===== config.mk =====
export PLATFORM = sky130hd
export DESIGN_NAME = adder_share_arbiter
export DESIGN_NICKNAME = d
export VERILOG_FILES = /design/src/rtl/adder_share_arbiter.sv
export SDC_FILE = /design/constraint.sdc
export NUM_CORES = 1
export LEC_CHECK = 0
export ABC_AREA = 1
export BUFFER_PORTS_ARGS = -buffer_cell sky130_fd_sc_hd__buf_2
export CAP_MARGIN = 15
export CORE_MARGIN = 1.5
export CORE_UTILIZATION = 54
export DETAILED_ROUTE_END_ITERATION = 10
export PLACE_DENSITY = 0.88
export SLEW_MARGIN = 0
export SYNTH_ARGS = -nofsm -noshare
export SYNTH_HDL_FRONTEND = slang
export SYNTH_SLANG_ARGS = --single-unit

===== constraint.sdc =====
create_clock -name clk -period 23.3 [get_ports clk]
set_input_delay 1.165 -clock clk [delete_from_list [all_inputs] [get_ports clk]]
set_output_delay 1.165 -clock clk [all_outputs]
set_load 0.01 [all_outputs]

===== src/rtl/adder_share_arbiter.sv =====
// Shares one 32-bit ripple-carry adder among NUM_REQ requesters, with round-robin grant and a registered sum.
// Latency: the grant cycle is followed by one EXEC cycle, then the response is valid (best case one request per 3 cycles).
// Backpressure: RESP holds sum and id while rsp_ready is low; no new grant is issued until the response handshake.
module adder_share_arbiter #(
    parameter int NUM_REQ = 4,
    parameter int ID_W    = $clog2(NUM_REQ)
) (
    input  logic                    clk,
    input  logic                    rst,
    input  logic [NUM_REQ-1:0]      req_valid,
    input  logic [32*NUM_REQ-1:0]   req_a,
    input  logic [32*NUM_REQ-1:0]   req_b,
    output logic [NUM_REQ-1:0]      req_ready,
    output logic                    rsp_valid,
    output logic [31:0]             rsp_sum,
    output logic [ID_W-1:0]         rsp_id,
    input  logic                    rsp_ready
);

    typedef enum logic [1:0] {IDLE, EXEC, RESP} state_t;

    state_t          state;
    state_t          state_nxt;
    logic [ID_W-1:0] rr_ptr;
    logic [ID_W-1:0] grant_id;
    logic [ID_W-1:0] gnt_idx;
    logic            gnt_found;
    logic [ID_W:0]   cand;
    logic [31:0]     op_a;
    logic [31:0]     op_b;
    logic [31:0]     add_sum;
    logic [30:0]     carry;

    // First valid requester at or after rr_ptr, wrapping past NUM_REQ-1.
    always_comb begin
        gnt_found = 1'b0;
        gnt_idx   = '0;
        cand      = '0;
        for (int k = 0; k < NUM_REQ; k++) begin
            cand = {1'b0, rr_ptr} + (ID_W+1)'(k);
            if (cand >= (ID_W+1)'(NUM_REQ)) begin
                cand = cand - (ID_W+1)'(NUM_REQ);
            end
            if (!gnt_found && req_valid[cand[ID_W-1:0]]) begin
                gnt_found = 1'b1;
                gnt_idx   = cand[ID_W-1:0];
            end
        end
    end

    // Ripple-carry adder; carry out of bit 31 is intentionally not formed.
    always_comb begin
        add_sum    = '0;
        carry      = '0;
        add_sum[0] = op_a[0] ^ op_b[0];
        carry[0]   = op_a[0] & op_b[0];
        for (int i = 1; i < 31; i++) begin
            add_sum[i] = op_a[i] ^ op_b[i] ^ carry[i-1];
            carry[i]   = (op_a[i] & op_b[i]) | (carry[i-1] & (op_a[i] ^ op_b[i]));
        end
        add_sum[31] = op_a[31] ^ op_b[31] ^ carry[30];
    end

    always_comb begin
        state_nxt = state;
        req_ready = '0;
        rsp_valid = 1'b0;
        case (state)
            IDLE: begin
                if (gnt_found) begin
                    req_ready = NUM_REQ'(1) << gnt_idx;
                    state_nxt = EXEC;
                end
            end
            EXEC: state_nxt = RESP;
            RESP: begin
                rsp_valid = 1'b1;
                if (rsp_ready) begin
                    state_nxt = IDLE;
                end
            end
            default: state_nxt = IDLE;
        endcase
    end

    always_ff @(posedge clk) begin
        if (rst) begin
            state <= IDLE;
        end else begin
            state <= state_nxt;
        end
    end

    always_ff @(posedge clk) begin
        if (rst) begin
            rr_ptr   <= '0;
            grant_id <= '0;
            op_a     <= '0;
            op_b     <= '0;
            rsp_sum  <= '0;
            rsp_id   <= '0;
        end else begin
            if (state == IDLE && gnt_found) begin
                op_a     <= req_a[32*gnt_idx +: 32];
                op_b     <= req_b[32*gnt_idx +: 32];
                grant_id <= gnt_idx;
            end
            if (state == EXEC) begin
                rsp_sum <= add_sum;
                rsp_id  <= grant_id;
            end
            // Pointer moves on response handshake only, so a re-requester yields to the others.
            if (state == RESP && rsp_ready) begin
                rr_ptr <= (grant_id == ID_W'(NUM_REQ-1)) ? '0 : grant_id + ID_W'(1);
            end
        end
    end

endmodule

# [Word-level counts from Yosys, hierarchy flattened]
# Index checks and enable logic that the tools add are counted.
# W data, S select, Z words.
[word_totals] wordCells=222 input_bits=263 regBits=104
[classes] n_eq_ne=5 addsub=8 bitwise_logic=154 shifts=3 n_lt_le_gt_ge=8 muxes=27 n_reduce_logical=10
[ops] op="$shiftx A128 B8 Y32" n=2
[ops] op="$xor A1 B1 Y1" n=63
[ops] op="$and A1 B1 Y1" n=61
[ops] op="$or A1 B1 Y1" n=30
[ops] op="$mux W2" n=11
[ops] op="$lt A2 B3 Y1 const B" n=4
[ops] op="$ge A3 B3 Y1 const B" n=3
[ops] op="$mux W1" n=9
[ops] op="$bmux W1 S2" n=4
[ops] op="$mux W4" n=2
[ops] op="$sub A2 B1 Y2 const B" n=4
[ops] op="$add A2 B2 Y3 const B" n=2
[ops] op="$pmux W2 S3" n=1
[ops] op="$logic_and A1 B1 Y1" n=5
[ops] op="$eq A2 B2 Y1 const B" n=2
[ops] op="$ne A2 B2 Y1 const B" n=2
[ops] op="$shl A1 B2 Y4 const A" n=1
[ops] op="$add A2 B1 Y3 const B" n=1
[ops] op="$ge A2 B3 Y1 const B" n=1
[ops] op="$logic_not A1 Y1" n=3
[ops] op="$add A2 B1 Y2 const B" n=1
[ops] op="$eq A2 B1 Y1 const B" n=1
[ops] op="$logic_not A2 Y1" n=1
[ops] op="$reduce_and A2 Y1" n=1

# [Longest topological paths before layout]
[depth] depth_word=62 depth_mapped=35 mapped_depth_nobuf=35

# [Least setup slack after synthesis]
# Ideal clock, no wire load.
[synth_path] path_type="register to register" from="register op_a[0]" to="register rsp_sum[31]" arrival_ns=11.915 path_slack_ns=11.259 t_required_ns=23.175 path_stages_with_launch=36 synth_period_minus_slack_ns=12.041 setup_time_ns=0.125 path_cell_list="dfxtp_1 -> ha_1 -> fa_1 -> fa_1 -> fa_1 -> fa_1 -> fa_1 -> fa_1 -> fa_1 -> fa_1 -> fa_1 -> fa_1 -> fa_1 -> inv_1 -> fa_1 -> inv_1 -> fa_1 -> fa_1 -> fa_1 -> fa_1 -> fa_1 -> fa_1 -> fa_1 -> fa_1 -> fa_1 -> fa_1 -> fa_1 -> fa_1 -> fa_1 -> fa_1 -> fa_1 -> fa_1 -> fa_1 -> fa_1 -> xor2_1 -> a21oi_1"
[synth_via] elab_chain_cells=62
[synth_lines] element="start: declaration" line="29" rtl="logic [31:0] op_a;"
[synth_lines] element="start signal: assignment" line="104" rtl="op_a <= req_a[32*gnt_idx +: 32];"
[synth_lines] element="$and A1 B1 Y1" line="56" rtl="carry[0] = op_a[0] & op_b[0];"
[synth_lines] element="$and A1 B1 Y1" line="59" rtl="carry[i] = (op_a[i] & op_b[i]) | (carry[i-1] & (op_a[i] ^ op_b[i]));"
[synth_lines] element="$or A1 B1 Y1" line="59"
[synth_lines] element="$and A1 B1 Y1" line="59"
[synth_lines] element="$or A1 B1 Y1" line="59"
[synth_lines] element="$and A1 B1 Y1" line="59"
[synth_lines] element="$or A1 B1 Y1" line="59"
[synth_lines] element="$and A1 B1 Y1" line="59"
[synth_lines] element="[46 not listed]"
[synth_lines] element="$or A1 B1 Y1" line="59"
[synth_lines] element="$and A1 B1 Y1" line="59"
[synth_lines] element="$or A1 B1 Y1" line="59"
[synth_lines] element="$and A1 B1 Y1" line="59"
[synth_lines] element="$or A1 B1 Y1" line="59"
[synth_lines] element="$and A1 B1 Y1" line="59"
[synth_lines] element="$or A1 B1 Y1" line="59"
[synth_lines] element="$xor A1 B1 Y1" line="61" rtl="add_sum[31] = op_a[31] ^ op_b[31] ^ carry[30];"
[synth_lines] element="end signal: assignment" line="109" rtl="rsp_sum <= add_sum;"
[synth_lines] element="end: declaration" line="15" rtl="output logic [31:0] rsp_sum,"
# No other way between the ends.
# A chain may end at the register's enable or synchronous reset.

# [Worst setup path after layout]
# Ends and elaborated chain as after synthesis.

==> tab_implementation.tex <==
\begin{tabular}{lr}
\hline
Metric & Value \\
\hline
\multicolumn{2}{l}{\textbf{Status}} \\
\quad Result of the run & finished, final reports clean \\
\multicolumn{2}{l}{\textbf{STA}} \\
\quad Peak Freq & 78.6 MHz \\
\quad Worst relative slew slack & 24.3\% \\
\quad Final Setup Violations & 0 \\
\quad Worst hold slack & 0.518 ns \\
\quad Fraction of the cycle the final worst path needs & 54.6\% \\
\quad Max-slew violation total from the final report & 0 \\
\quad Final worst clock skew & 0.00975 ns \\
\quad Slew at the pin closest to its max-slew limit & 1.14 ns \\
\quad Minimum clock period & 12.73 ns \\
\quad RSZ-0062 raised after global routing & no \\
\quad Post-route worst setup slack & 10.57 ns \\
\quad Setup TNS & 0 ns \\
\quad Fin. Hold Viols & 0 \\
\multicolumn{2}{l}{\textbf{Global route}} \\
\quad Maximum number of pins on one net before global-route repair & 125 \\
\quad GRT Total Usage & 32.2\% \\
\quad Met2 Resource Use GR & 55.1\% \\
\quad Initial antenna violation count & 0 \\
\quad Busiest metal layer after global routing & met2 \\
\quad Met3 layer usage reported by global route & 8.38\% \\
\quad Global routing usage on met1 & 39.3\% \\
\quad Wire length of the first global-routing pass & 37600 um \\
\quad Vias in the first global route & 7933 \\
\quad Total overflow reported by the global router & 0 \\
\multicolumn{2}{l}{\textbf{Die}} \\
\quad Effective utilization at floorplan & 55.1\% \\
\quad Total Die Area & 14800 sq um \\
\quad Number of I/O pins & 302 \\
\quad Floorplan Core Area & 13800 sq um \\
\quad Row Count & 43 \\
\quad Die boundary width & 122 um \\
\quad Floorplan die height & 122 um \\
\multicolumn{2}{l}{\textbf{Placed design}} \\
\quad Buffers on Ports & 301 \\
\quad Worst setup slack before clock tree synthesis & 10.71 ns \\
\quad Placed Area & 9000 sq um \\
\quad Inst Count DP & 1670 \\
\quad Routability congestion estimate from global placement & 0.864 \\
\quad DPL Wire Length & 17400 um \\
\multicolumn{2}{l}{\textbf{Route}} \\
\quad Number of iterations in the first detailed-routing pass & 6 \\
\quad Final ANT Viol Nets & 0 \\
\quad Count of routing violations after the opening detailed-route iteration & 858 \\
\quad Via-to-Cell Ratio & 5.25 \\
\quad Detailed-route via count & 8849 \\
\quad Routed wire length & 23800 um \\
\quad Average routed wire per standard cell & 14.1 um \\
\quad Number of remaining DRC errors & 0 \\
\multicolumn{2}{l}{\textbf{Synth}} \\
\quad Library cell with the largest summed area after synthesis & sky130\_fd\_sc\_hd\_\_dfxtp\_1 \\
\quad Post-synth cell types & 24 \\
\quad Gate count after technology mapping & 1268 \\
\quad Mux contribution to synthesized area & 0\% \\
\quad Sequential element share of the synthesized area & 27.3\% \\
\quad Share of synthesized cell area in and, or, nand and nor gates & 43.4\% \\
\quad Synthesized area divided by synthesized cell count & 6.01 sq um \\
\quad Synth top area cells & sky130\_fd\_sc\_hd\_\_dfxtp\_1 27\%, sky130\_fd\_sc\_hd\_\_nand2\_1 13\%, sky130\_fd\_sc\_hd\_\_nor2\_1 12\%, sky130\_fd\_sc\_hd\_\_nand3\_1 11\%, sky130\_fd\_sc\_hd\_\_inv\_1 9.4\% \\
\quad Mapped Nets & 1563 \\
\quad Xor/xnor cell area share of the yosys netlist & 0.230\% \\
\quad Fraction of the mapped netlist area in compound gates & 5.06\% \\
\quad Count of yosys warnings during synthesis & 0 \\
\quad Post-synthesis share of cell area spent on full adders, half adders and majority gates & 8.21\% \\
\quad Main combinational cell family by area after synthesis & simple AND/OR/NAND/NOR gates \\
\quad Flip-flop and latch count after synthesis & 104 \\
\quad Cell area after synthesis & 7620 sq um \\
\quad Area share of the leading cell type in the synthesized netlist & 27.3\% \\
\multicolumn{2}{l}{\textbf{Worst setup path}} \\
\quad FF-to-FF setup slack & 10.57 ns \\
\quad Highest-delay cell along the critical path & sky130\_fd\_sc\_hd\_\_fa\_1 \\
\quad Worst-case reg-to-reg path depth & 35 \\
\quad Reg-to-reg endpoint & rsp\_sum[31]\$\_SDFFE\_PP0N\_ \\
\quad Slowest stage delay, CP & 0.45 ns \\
\quad Startpoint type of the worst setup path & flip-flop \\
\quad Data required, critical path & 23.51 ns \\
\quad Reg2reg start & op\_a[0]\$\_SDFFE\_PP0P\_ \\
\quad Element type at the critical path end & flip-flop \\
\quad Biggest fanout along the worst timing path & 2 \\
\quad Worst Setup Path Type & flip-flop to flip-flop \\
\quad Most used cell, CP & sky130\_fd\_sc\_hd\_\_fa\_1 \\
\quad Data arrival time at the worst-slack endpoint & 12.93 ns \\
\multicolumn{2}{l}{\textbf{Min path}} \\
\quad End of the worst hold path & rsp\_sum[6]\$\_SDFFE\_PP0N\_ \\
\quad Type of the tightest min-delay check & flip-flop to flip-flop \\
\quad Cell depth of the worst hold path & 2 \\
\quad Origin of the worst min-delay path & rsp\_sum[6]\$\_SDFFE\_PP0N\_ \\
\multicolumn{2}{l}{\textbf{Clocking}} \\
\quad Clock slew at the register clock pins of the worst setup and hold paths & 0.07 ns \\
\quad Post-cts sizing count & 0 \\
\quad Clock tree buffer depth & 2 \\
\quad Clock latency at the later pin of the worst-skew pair & 0.35 ns \\
\quad Post-CTS Hold Fix Bufs & 0 \\
\quad Number of sinks driven by the clock tree & 104 \\
\quad Clock tree from TritonCTS & done \\
\quad H-tree levels & 3 \\
\quad Number of clock buffers inserted by TritonCTS & 9 \\
\quad Clock root buffer & sky130\_fd\_sc\_hd\_\_clkbuf\_16 \\
\quad Postcts setup bufs & 0 \\
\multicolumn{2}{l}{\textbf{Final layout}} \\
\quad Final instance area & 9310 sq um \\
\quad Post-Layout Cell Count & 1687 \\
\quad Post-layout nets & 1797 \\
\quad Share of post-route cells with drive strength above 1 & 23.0\% \\
\quad Area added between synthesis and finish & 22.1\% \\
\quad Number of antenna diodes & 0 \\
\quad Register area & 2080 sq um \\
\quad Area used by multi-input combinational logic & 4350 sq um \\
\quad Utilization after layout & 67.3\% \\
\quad Fillcell total & 1266 \\
\multicolumn{2}{l}{\textbf{Flow run}} \\
\quad Max-cap violations & 0 \\
\multicolumn{2}{l}{\textbf{Power}} \\
\quad Worst voltage drop across the vdd grid & 0.0000407 V \\
\quad Overall power of the completed layout & 703 uW \\
\quad Pwr Density & 75.6 nW/um\^{}2 \\
\quad Leakage power total & 5.63 nW \\
\hline
\end{tabular}
[metal layers]
metal  vias up  part of all wire (%)
met5         -                     0
met4         0                   3.2
met3        66                   7.4
met2       375                    49
met1      4007                    40
li1       4401                     -
[logic make-up (layout without fill, tap and decap cells)]
group,count (synthesis),after routing
simple gates,766,766
fa+ha+maj,32,32
xor+xnor,2,2
buf+inv,287,526
flops,104,104
compound gates,77,77
[power breakdown]
group / switching (mW) / internal (mW)
clock: 0.0675 / 0.0833
combinational: 0.192 / 0.112
sequential: 0.0324 / 0.215
[cells in the final DEF, fill, tap and decap left out, drive strengths merged]
cell type  instances
bufinv             1
a21oi              9
nand2            267
dfxtp            104
xnor2              1
inv              197
clkinv             5
xor2               1
nor2             254
clkinvlp           1
nor3               1
buf              313
fa                30
nand4             71
ha                 2
o21ai             68
nand3            173
clkbuf             9
[cell usage after synthesis (all sizes together)]
| library cell | number |
|---|---|
| a21oi | 9 |
| buf | 59 |
| clkbuf | 31 |
| dfxtp | 104 |
| fa | 30 |
| ha | 2 |
| inv | 197 |
| nand2 | 267 |
| nand3 | 173 |
| nand4 | 71 |
| nor2 | 254 |
| nor3 | 1 |
| o21ai | 68 |
| xnor2 | 1 |
| xor2 | 1 |
[flip-flops by register name, indices dropped and copies added (netlist names)]
register	cells
op_a	32
op_b	32
rr_ptr	2
rsp_id	2
grant_id	2
state	2
rsp_sum	32
[area by class of cell]
cell class	count	area share (%)
clock buffer	9	2.42
clock inverter	7	0.753
inverter	197	8.01
multi-input combinational	877	46.8
sequential	104	22.4
tap	180	2.42
timing repair buffer	313	17.2
[how the worst max path moves through the flow]
stage / startpoint / end / cells after the start / slack (ns)
final: op_a[0]$_SDFFE_PP0P_ / rsp_sum[31]$_SDFFE_PP0N_ / 35 / 10.57
after global routing: op_a[0]$_SDFFE_PP0P_ / rsp_sum[31]$_SDFFE_PP0N_ / 35 / 10.14
after CTS: op_a[0]$_SDFFE_PP0P_ / rsp_sum[31]$_SDFFE_PP0N_ / 35 / 10.62
after detailed placement: op_a[0]$_SDFFE_PP0P_ / rsp_sum[31]$_SDFFE_PP0N_ / 35 / 10.71
after global placement: op_a[0]$_SDFFE_PP0P_ / rsp_sum[31]$_SDFFE_PP0N_ / 35 / 10.88
after floorplan: op_a[0]$_SDFFE_PP0P_ / rsp_sum[31]$_SDFFE_PP0N_ / 35 / 11.26
[critical path, delay by kind of cell, from the launching register on]
family	cells	cell delay [ns]
adder cells (fa/ha/maj)	31	11.88
flip-flops	1	0.32
AO/OA/AOI/OAI	1	0.08
buffers and inverters	2	0.13
XOR/XNOR	1	0.17
No activity file was read; power rests on OpenSTA's default activity.
